**src/rtl/spi_master.sv**
```systemverilog
// ============================================================================
// Module      : spi_master
// Description : Byte-oriented SPI initiator, mode 0 (CPOL=0, CPHA=0), MSB
//               first. One byte per tx_en_i strobe, received byte returned
//               with a one-cycle rx_en_o strobe. CSN may be held low across
//               several bytes and released later with cs_release_i.
// Revision    : 1.0 - initial release
// ============================================================================
`default_nettype none

module spi_master #(
  parameter int unsigned HALF_PERIOD = 3   // clk6x cycles per SCK half-period, 2..255
) (
  input  logic       clk6x,
  input  logic       resetn,
  output logic       spi_clk_o,
  output logic       spi_csn_o,
  output logic       spi_mosi_o,
  input  logic       spi_miso_i,
  input  logic [7:0] tx_byte_i,
  input  logic       tx_en_i,
  input  logic       cs_keep_i,
  input  logic       cs_release_i,
  output logic [7:0] rx_byte_o,
  output logic       rx_en_o,
  output logic       busy_o
);

  // Last count value of a half-period; the counter runs 0..HP_LAST.
  localparam logic [7:0] HP_LAST = 8'(HALF_PERIOD - 1);

  typedef enum logic [2:0] {
    S_IDLE    = 3'd0,
    S_SETUP   = 3'd1,
    S_HIGH    = 3'd2,
    S_LOW     = 3'd3,
    S_DONE    = 3'd4,
    S_HOLD    = 3'd5,
    S_RELEASE = 3'd6
  } state_t;

  state_t     state_q;
  logic [7:0] cnt_q;
  logic [7:0] cnt_d;
  logic [2:0] bit_q;
  logic [6:0] tx_sh_q;      // bits still to be sent after the one on MOSI
  logic [6:0] rx_sh_q;      // bits received so far in this byte
  logic       keep_q;
  logic       rel_phase_q;  // 0: CSN hold time, 1: minimum deselect time
  logic       miso_q;
  logic       sck_q;
  logic       csn_q;
  logic       mosi_q;
  logic [7:0] rx_byte_q;
  logic       rx_en_q;
  logic       busy_q;
  logic       half_done;

  // Half-period counter increment and terminal-count detect.
  always_comb begin
    cnt_d     = cnt_q + 8'd1;
    half_done = (cnt_q == HP_LAST);
  end

  // MISO is asynchronous to clk6x: register it once every cycle.
  always_ff @(posedge clk6x or negedge resetn) begin
    if (!resetn) miso_q <= 1'b0;
    else         miso_q <= spi_miso_i;
  end

  // Transfer sequencer; every SPI-side and user-side output is registered here.
  always_ff @(posedge clk6x or negedge resetn) begin
    if (!resetn) begin
      state_q     <= S_IDLE;
      cnt_q       <= 8'd0;
      bit_q       <= 3'd0;
      tx_sh_q     <= 7'd0;
      rx_sh_q     <= 7'd0;
      keep_q      <= 1'b0;
      rel_phase_q <= 1'b0;
      sck_q       <= 1'b0;
      csn_q       <= 1'b1;
      mosi_q      <= 1'b0;
      rx_byte_q   <= 8'd0;
      rx_en_q     <= 1'b0;
      busy_q      <= 1'b0;
    end else begin
      rx_en_q <= 1'b0;
      case (state_q)
        S_IDLE, S_HOLD: begin
          if (tx_en_i) begin
            // Start a byte; in HOLD CSN is already low so no extra edge.
            csn_q   <= 1'b0;
            mosi_q  <= tx_byte_i[7];
            tx_sh_q <= tx_byte_i[6:0];
            keep_q  <= cs_keep_i;
            busy_q  <= 1'b1;
            cnt_q   <= 8'd0;
            state_q <= S_SETUP;
          end else if ((state_q == S_HOLD) && cs_release_i) begin
            busy_q      <= 1'b1;
            cnt_q       <= 8'd0;
            rel_phase_q <= 1'b0;
            state_q     <= S_RELEASE;
          end
        end
        S_SETUP, S_LOW: begin
          if (half_done) begin
            sck_q   <= 1'b1;
            cnt_q   <= 8'd0;
            state_q <= S_HIGH;
          end else begin
            cnt_q <= cnt_d;
          end
        end
        S_HIGH: begin
          if (half_done) begin
            sck_q   <= 1'b0;
            cnt_q   <= 8'd0;
            rx_sh_q <= {rx_sh_q[5:0], miso_q};
            if (bit_q == 3'd7) begin
              bit_q     <= 3'd0;
              rx_byte_q <= {rx_sh_q, miso_q};
              rx_en_q   <= 1'b1;
              busy_q    <= ~keep_q;
              state_q   <= S_DONE;
            end else begin
              bit_q   <= bit_q + 3'd1;
              mosi_q  <= tx_sh_q[6];
              tx_sh_q <= {tx_sh_q[5:0], 1'b0};
              state_q <= S_LOW;
            end
          end else begin
            cnt_q <= cnt_d;
          end
        end
        S_DONE: begin
          // The DONE cycle already counts as the first CSN hold cycle.
          cnt_q       <= 8'd1;
          rel_phase_q <= 1'b0;
          state_q     <= keep_q ? S_HOLD : S_RELEASE;
        end
        S_RELEASE: begin
          if (half_done) begin
            cnt_q <= 8'd0;
            if (!rel_phase_q) begin
              csn_q       <= 1'b1;
              rel_phase_q <= 1'b1;
            end else begin
              busy_q  <= 1'b0;
              state_q <= S_IDLE;
            end
          end else begin
            cnt_q <= cnt_d;
          end
        end
        default: state_q <= S_IDLE;
      endcase
    end
  end

  assign spi_clk_o  = sck_q;
  assign spi_csn_o  = csn_q;
  assign spi_mosi_o = mosi_q;
  assign rx_byte_o  = rx_byte_q;
  assign rx_en_o    = rx_en_q;
  assign busy_o     = busy_q;

endmodule

`default_nettype wire

```
**config.mk**
```make
export PLATFORM = sky130hd
export DESIGN_NAME = spi_master
export DESIGN_NICKNAME = d
export VERILOG_FILES = /design/src/rtl/spi_master.sv
export SDC_FILE = /design/constraint.sdc
export NUM_CORES = 1
export LEC_CHECK = 0
export ABC_AREA = 1
export BUFFER_PORTS_ARGS = -buffer_cell sky130_fd_sc_hd__buf_2
export CORE_MARGIN = 2
export CORE_UTILIZATION = 55
export CTS_CLUSTER_SIZE = 8
export DETAILED_ROUTE_END_ITERATION = 7
export PLACE_DENSITY = 0.77
export SLEW_MARGIN = 0
export SYNTH_ARGS = -nofsm -noshare
export SYNTH_HDL_FRONTEND = slang
export SYNTH_SLANG_ARGS = --single-unit
```
**constraint.sdc**
```tcl
create_clock -name clk6x -period 4.4 [get_ports clk6x]
set_clock_uncertainty 0.2 [all_clocks]
set_input_delay 0.66 -clock clk6x [delete_from_list [all_inputs] [get_ports clk6x]]
set_output_delay 0.66 -clock clk6x [all_outputs]
set_load 0.01 [all_outputs]
```
-- Word level (Yosys, flattened, before mapping)
Index checks and enable logic that the tools add are counted.
- logic and storage cells: 99
- memories: 0
- latch bits: 0
- flip-flop bits (word level): 44
- bits in writable memories: 0
- output and inout port bits: 13
- ROM bits: 0
- bits of input ports: 14
- multiplexer cells: 42
- add/subtract/negate cells: 2
- reductions and logical operators: 21
- divide/modulo/power cells: 0
- $lt $le $gt $ge: 0
- eq/ne operators: 19
- bitwise gates (word level): 1
- multipliers: 0
- shift operators: 0
- operators with widths (cell ; count):
    $mux 3 ; 8
    $mux 8 ; 3
    $pmux 8 s3 ; 1
    $mux 7 ; 3
    $ne 2x2->1 const B ; 10
    $mux 1 ; 19
    $pmux 3 s5 ; 1
    $pmux 7 s2 ; 1
    $eq 3x3->1 const B ; 4
    $reduce_and 4->1 ; 3
    $reduce_bool 3->1 ; 3
    $add 8x1->8 const B ; 1
    $eq 8x2->1 const B ; 1
    $eq 3x2->1 const B ; 2
    $pmux 1 s2 ; 3
    $pmux 1 s3 ; 2
    $reduce_and 2->1 ; 3
    $reduce_and 3->1 ; 2
    $reduce_and 6->1 ; 1
    $reduce_bool 2->1 ; 3
    $reduce_and 5->1 ; 1
    $reduce_or 2->1 ; 2
    $reduce_or 4->1 ; 1
    $add 3x1->3 const B ; 1
    6 further kinds ; 6

-- Longest topological paths before layout
- word-level depth: 5
- gate-level depth with buffers: 10

-- Worst setup path after synthesis
Ideal clock, no wire load.
- path kind: reg-to-reg
- start point: reg cnt_q[0]
- end point: reg rx_byte_q[6], in the netlist rx_byte_o[6]
- buffers on the path: 1
- data required time: 4.082 ns
- cell stages (with the launch flop): 11
- arrival: 1.384 ns
- path slack: 2.698 ns
- library setup time: 0.118 ns
- cell sequence: dfrtp_1 > inv_1 > ha_1 > nand2_1 > nor2_4 > inv_2 > nor2_4 > nand2_4 > buf_6 > nand2_1 > o21ai_2
- word-level cells in the longest chain between the ends: 2
- ends and longest elaborated chain (element ; RTL line ; RTL):
    start, declared ; 43 ; logic [7:0] cnt_q;
    start signal, assigned ; 113 ; cnt_q <= cnt_d;
    start signal, assigned ; 134 ; cnt_q <= cnt_d;
    start signal, assigned ; 154 ; cnt_q <= cnt_d;
    $eq 8x2->1 ; 62 ; half_done = (cnt_q == HP_LAST);
    $reduce_and 3->1 (no source line) ; - ;
    end signal, assigned ; 123 ; rx_byte_q <= {rx_sh_q, miso_q};
    end, declared ; 54 ; logic [7:0] rx_byte_q;
Every way passes these cells.
A chain may end at the register's enable or synchronous reset.

-- Worst setup path after layout
- start point: reg state_q[0]
- end point: reg rx_byte_q[6], in the netlist rx_byte_o[6]
- word-level cells in the longest chain between the ends: 2
- ends and longest elaborated chain (element ; RTL line ; RTL):
    start, declared ; 42 ; state_t state_q;
    start signal, assigned ; 141 ; state_q <= keep_q ? S_HOLD : S_RELEASE;
    $eq 3x2->1 ; 89 ; case (state_q)
    $reduce_and 3->1 (no source line) ; - ;
Every way passes these cells.

==> flow_summary.yaml <==
critical_path:
  critical-path-max-stage-delay_ps: 450
  startpoint: "state_q[0]"
  path_buf_inv: 2
  worst_ep_required_time_ps: 4380
  reg2reg_to: "rx_byte_o[6]"
  critical-path-top-delay-family: "simple AND/OR/NAND/NOR gates"
  worst_ep_arrival_time_ps: 2040
  r2r-start: "state_q[0]"
  cp_max_fo: 15
  crit_path_end: "rx_byte_o[6]"
  end_kind: "flop"
  ff2ff_setup_slack_ps: 2340
  cp_num_cells: 8
  crit_chain: "inv_2 -> nand2_2 -> nor2_4 -> inv_2 -> nor2_4 -> nand2_4 -> nand2_1 -> o21ai_2"
  cpMaxStageDelayCell: "dfrtp_1"
  path_class: "flop to flop"
  setup.worst_path.start_class: "flop"
  worst-r2r-cell-count: 8
sta:
  clock.fmax_mhz: 486
  slew_violations: 0
  hold_violations: 0
  rsz0062_at_grt: "no"
  slew_headroom_pct: 37.0
  fin_tns_setup_ps: 0
  timing.final.crit_share_pct: 46.8
  setup_violations: 0
  period_needed_ps: 2060
  tightest_slew_ps: 944
  whs_ps: 264
global_route:
  grt_pass1_vias: 1656
  grt_pass1_wl_um: 7020
  track_usage_pct: 20.8
  grt_max_degree: 45
  grt.overflow.total: 0
  grt_antenna_before_repair: 0
logic_synthesis:
  synth.area.top_cells: "dfrtp_1 49%, nand2_1 14%, o21ai_0 4.6%"
  syn_inst: 267
  syn_nets: 286
  yosysTopAreaCell: "dfrtp_1"
  ys_types: 28
  synth_area_per_cell_um2: 8.22
  ys_seq_area_share_pct: 50.2
  yosysTopAreaCellShare_pct: 49.0
  synth.cell_area_um2: 2190
  ys_seq_elements: 44
  ys.warnings.count: 0
run_status:
  status: "finished clean"
finish:
  nFillCells: 322
  mostFrequentLayoutCell: "nand2_1"
  n_antenna_cell: 0
  drive_above_1_share_pct: 18.9
  final_cell_mix: "83 x nand2_1, 43 x dfrtp_1, 26 x buf_2"
  areaGrowthSynthToFinish_pct: 10.8
  layout.nets: 314
clocking:
  clock-root-buffer: "clkbuf_8"
  ctsResizeCount: 0
  clk_latency_ps: 300
  path_clk_slew_ps: 80
  cts_tree: "done"
  htree_levels: 2
  clk_path_buf_depth: 2
  cts_setup_buffers: 0
  cts_hold_buf: 0
  cts_buffers: 5
  numClockSinks: 44
route:
  drt.antenna.violating_nets: 0
  post_drt_wl_per_cell_um: 11.8
  wl_um: 4050
  via_per_inst: 5.02
  drtIter0Drc: 107
  num_vias: 1728
  first_pass_iters: 4
  drc_errors: 0
pwr:
  power_density_nw_per_um2: 632
  vdd_drop_max_mv: 0.337
  p_leak_nw: 1.30
  power_mw: 1.54
job:
  cap_violations: 0
floorplan:
  core_um2: 3740
  fp.dieArea_um2: 4510
  initial_utilization_pct: 58.6
  io_pins: 27
  die_w_um: 67.2
  rows: 22
  die_h_um: 67.2
placement:
  hpwl_um: 2920
  numPortBuffers: 26
  gp_congestion: 0.837
worst_hold_path:
  hold_path_class: "primary input to flop"
[worst min-delay path by stage]
stage | from | to | slack [ps] | cells past startpoint
6_report | spi_miso_i | miso_q | 260 | 1
5_1_grt | spi_miso_i | miso_q | 240 | 1
4_1_cts | spi_miso_i | miso_q | 260 | 1
3_5_place_dp | busy_o | busy_o | 260 | 2
3_3_place_gp | busy_o | busy_o | 260 | 2
2_1_floorplan | resetn | bit_q[0] | 160 | 0
[through the flow]
| step | util [%] | std cells | area [um2] | worst slack [ps] |
|---|---|---|---|---|
| 4_1_cts | 65.0 | 344 | 2430 | 2350 |
| 6_report | 65.0 | 344 | 2430 | 2340 |
| 5_1_grt | 65.0 | 344 | 2430 | 2180 |
| 2_1_floorplan | - | 267 | 2190 | 2700 |
| 3_3_place_gp | 62.7 | 336 | 2350 | 2440 |
| 3_5_place_dp | 62.7 | 336 | 2350 | 2360 |
[metal layers]
layer	part of all wire, %	wire [um]	track usage [%]
met5	0	0	0
met4	1.4	55	7.65
met3	4.5	184	5.00
met2	46	1870	34.3
met1	48	1930	26.7
[power by group]
group | total, mW | internal, mW | switching, mW
sequential | 0.644 | 0.537 | 0.106
clock | 0.244 | 0.111 | 0.133
combinational | 0.649 | 0.220 | 0.429
[cell usage after synthesis, drive strengths merged]
cell type / instances
o21bai: 2
nand2: 85
nand3: 19
or2: 8
xor2: 1
nand3b: 2
nor3: 1
a21o: 1
o21ai: 36
nand4: 2
o31ai: 1
inv: 30
nor2: 21
dfrtp: 43
dfstp: 1
buf: 5
a21oi: 4
ha: 5
[worst register-to-register path, cell delays in order (launching register included)]
cell,delay (ps)
dfrtp_1,450
inv_2,100
nand2_2,90
nor2_4,240
inv_2,160
nor2_4,320
nand2_4,200
nand2_1,120
o21ai_2,60
[cells by family after synthesis]
family	synth area share, %
buf+inv	6.84
flops	50.2
fa+ha+maj	2.85
xor+xnor	0.399
compound gates	11.9
simple gates	27.8
[final cells by class]
type,count,area (um2),share of cell area [%]
Inverter,30,113,4.63
Tap cell,48,60.1,2.47
Sequential cell,44,1100,45.3
Timing Repair Buffer,26,130,5.35
Clock buffer,6,72.6,2.98
Multi-Input combinational cell,188,942,38.7
Clock inverter,2,12.5,0.514
[registers in the layout, summed over array words and instances, names as in the netlist]
signal,cells
state_q,3
cnt_q,8
spi_clk_o,1
rel_phase_q,1
spi_csn_o,1
miso_q,1
tx_sh_q,7
rx_byte_o,8
rx_en_o,1
spi_mosi_o,1
rx_sh_q,7
busy_o,1
keep_q,1
bit_q,3
(Power assumes the default switching activity.)
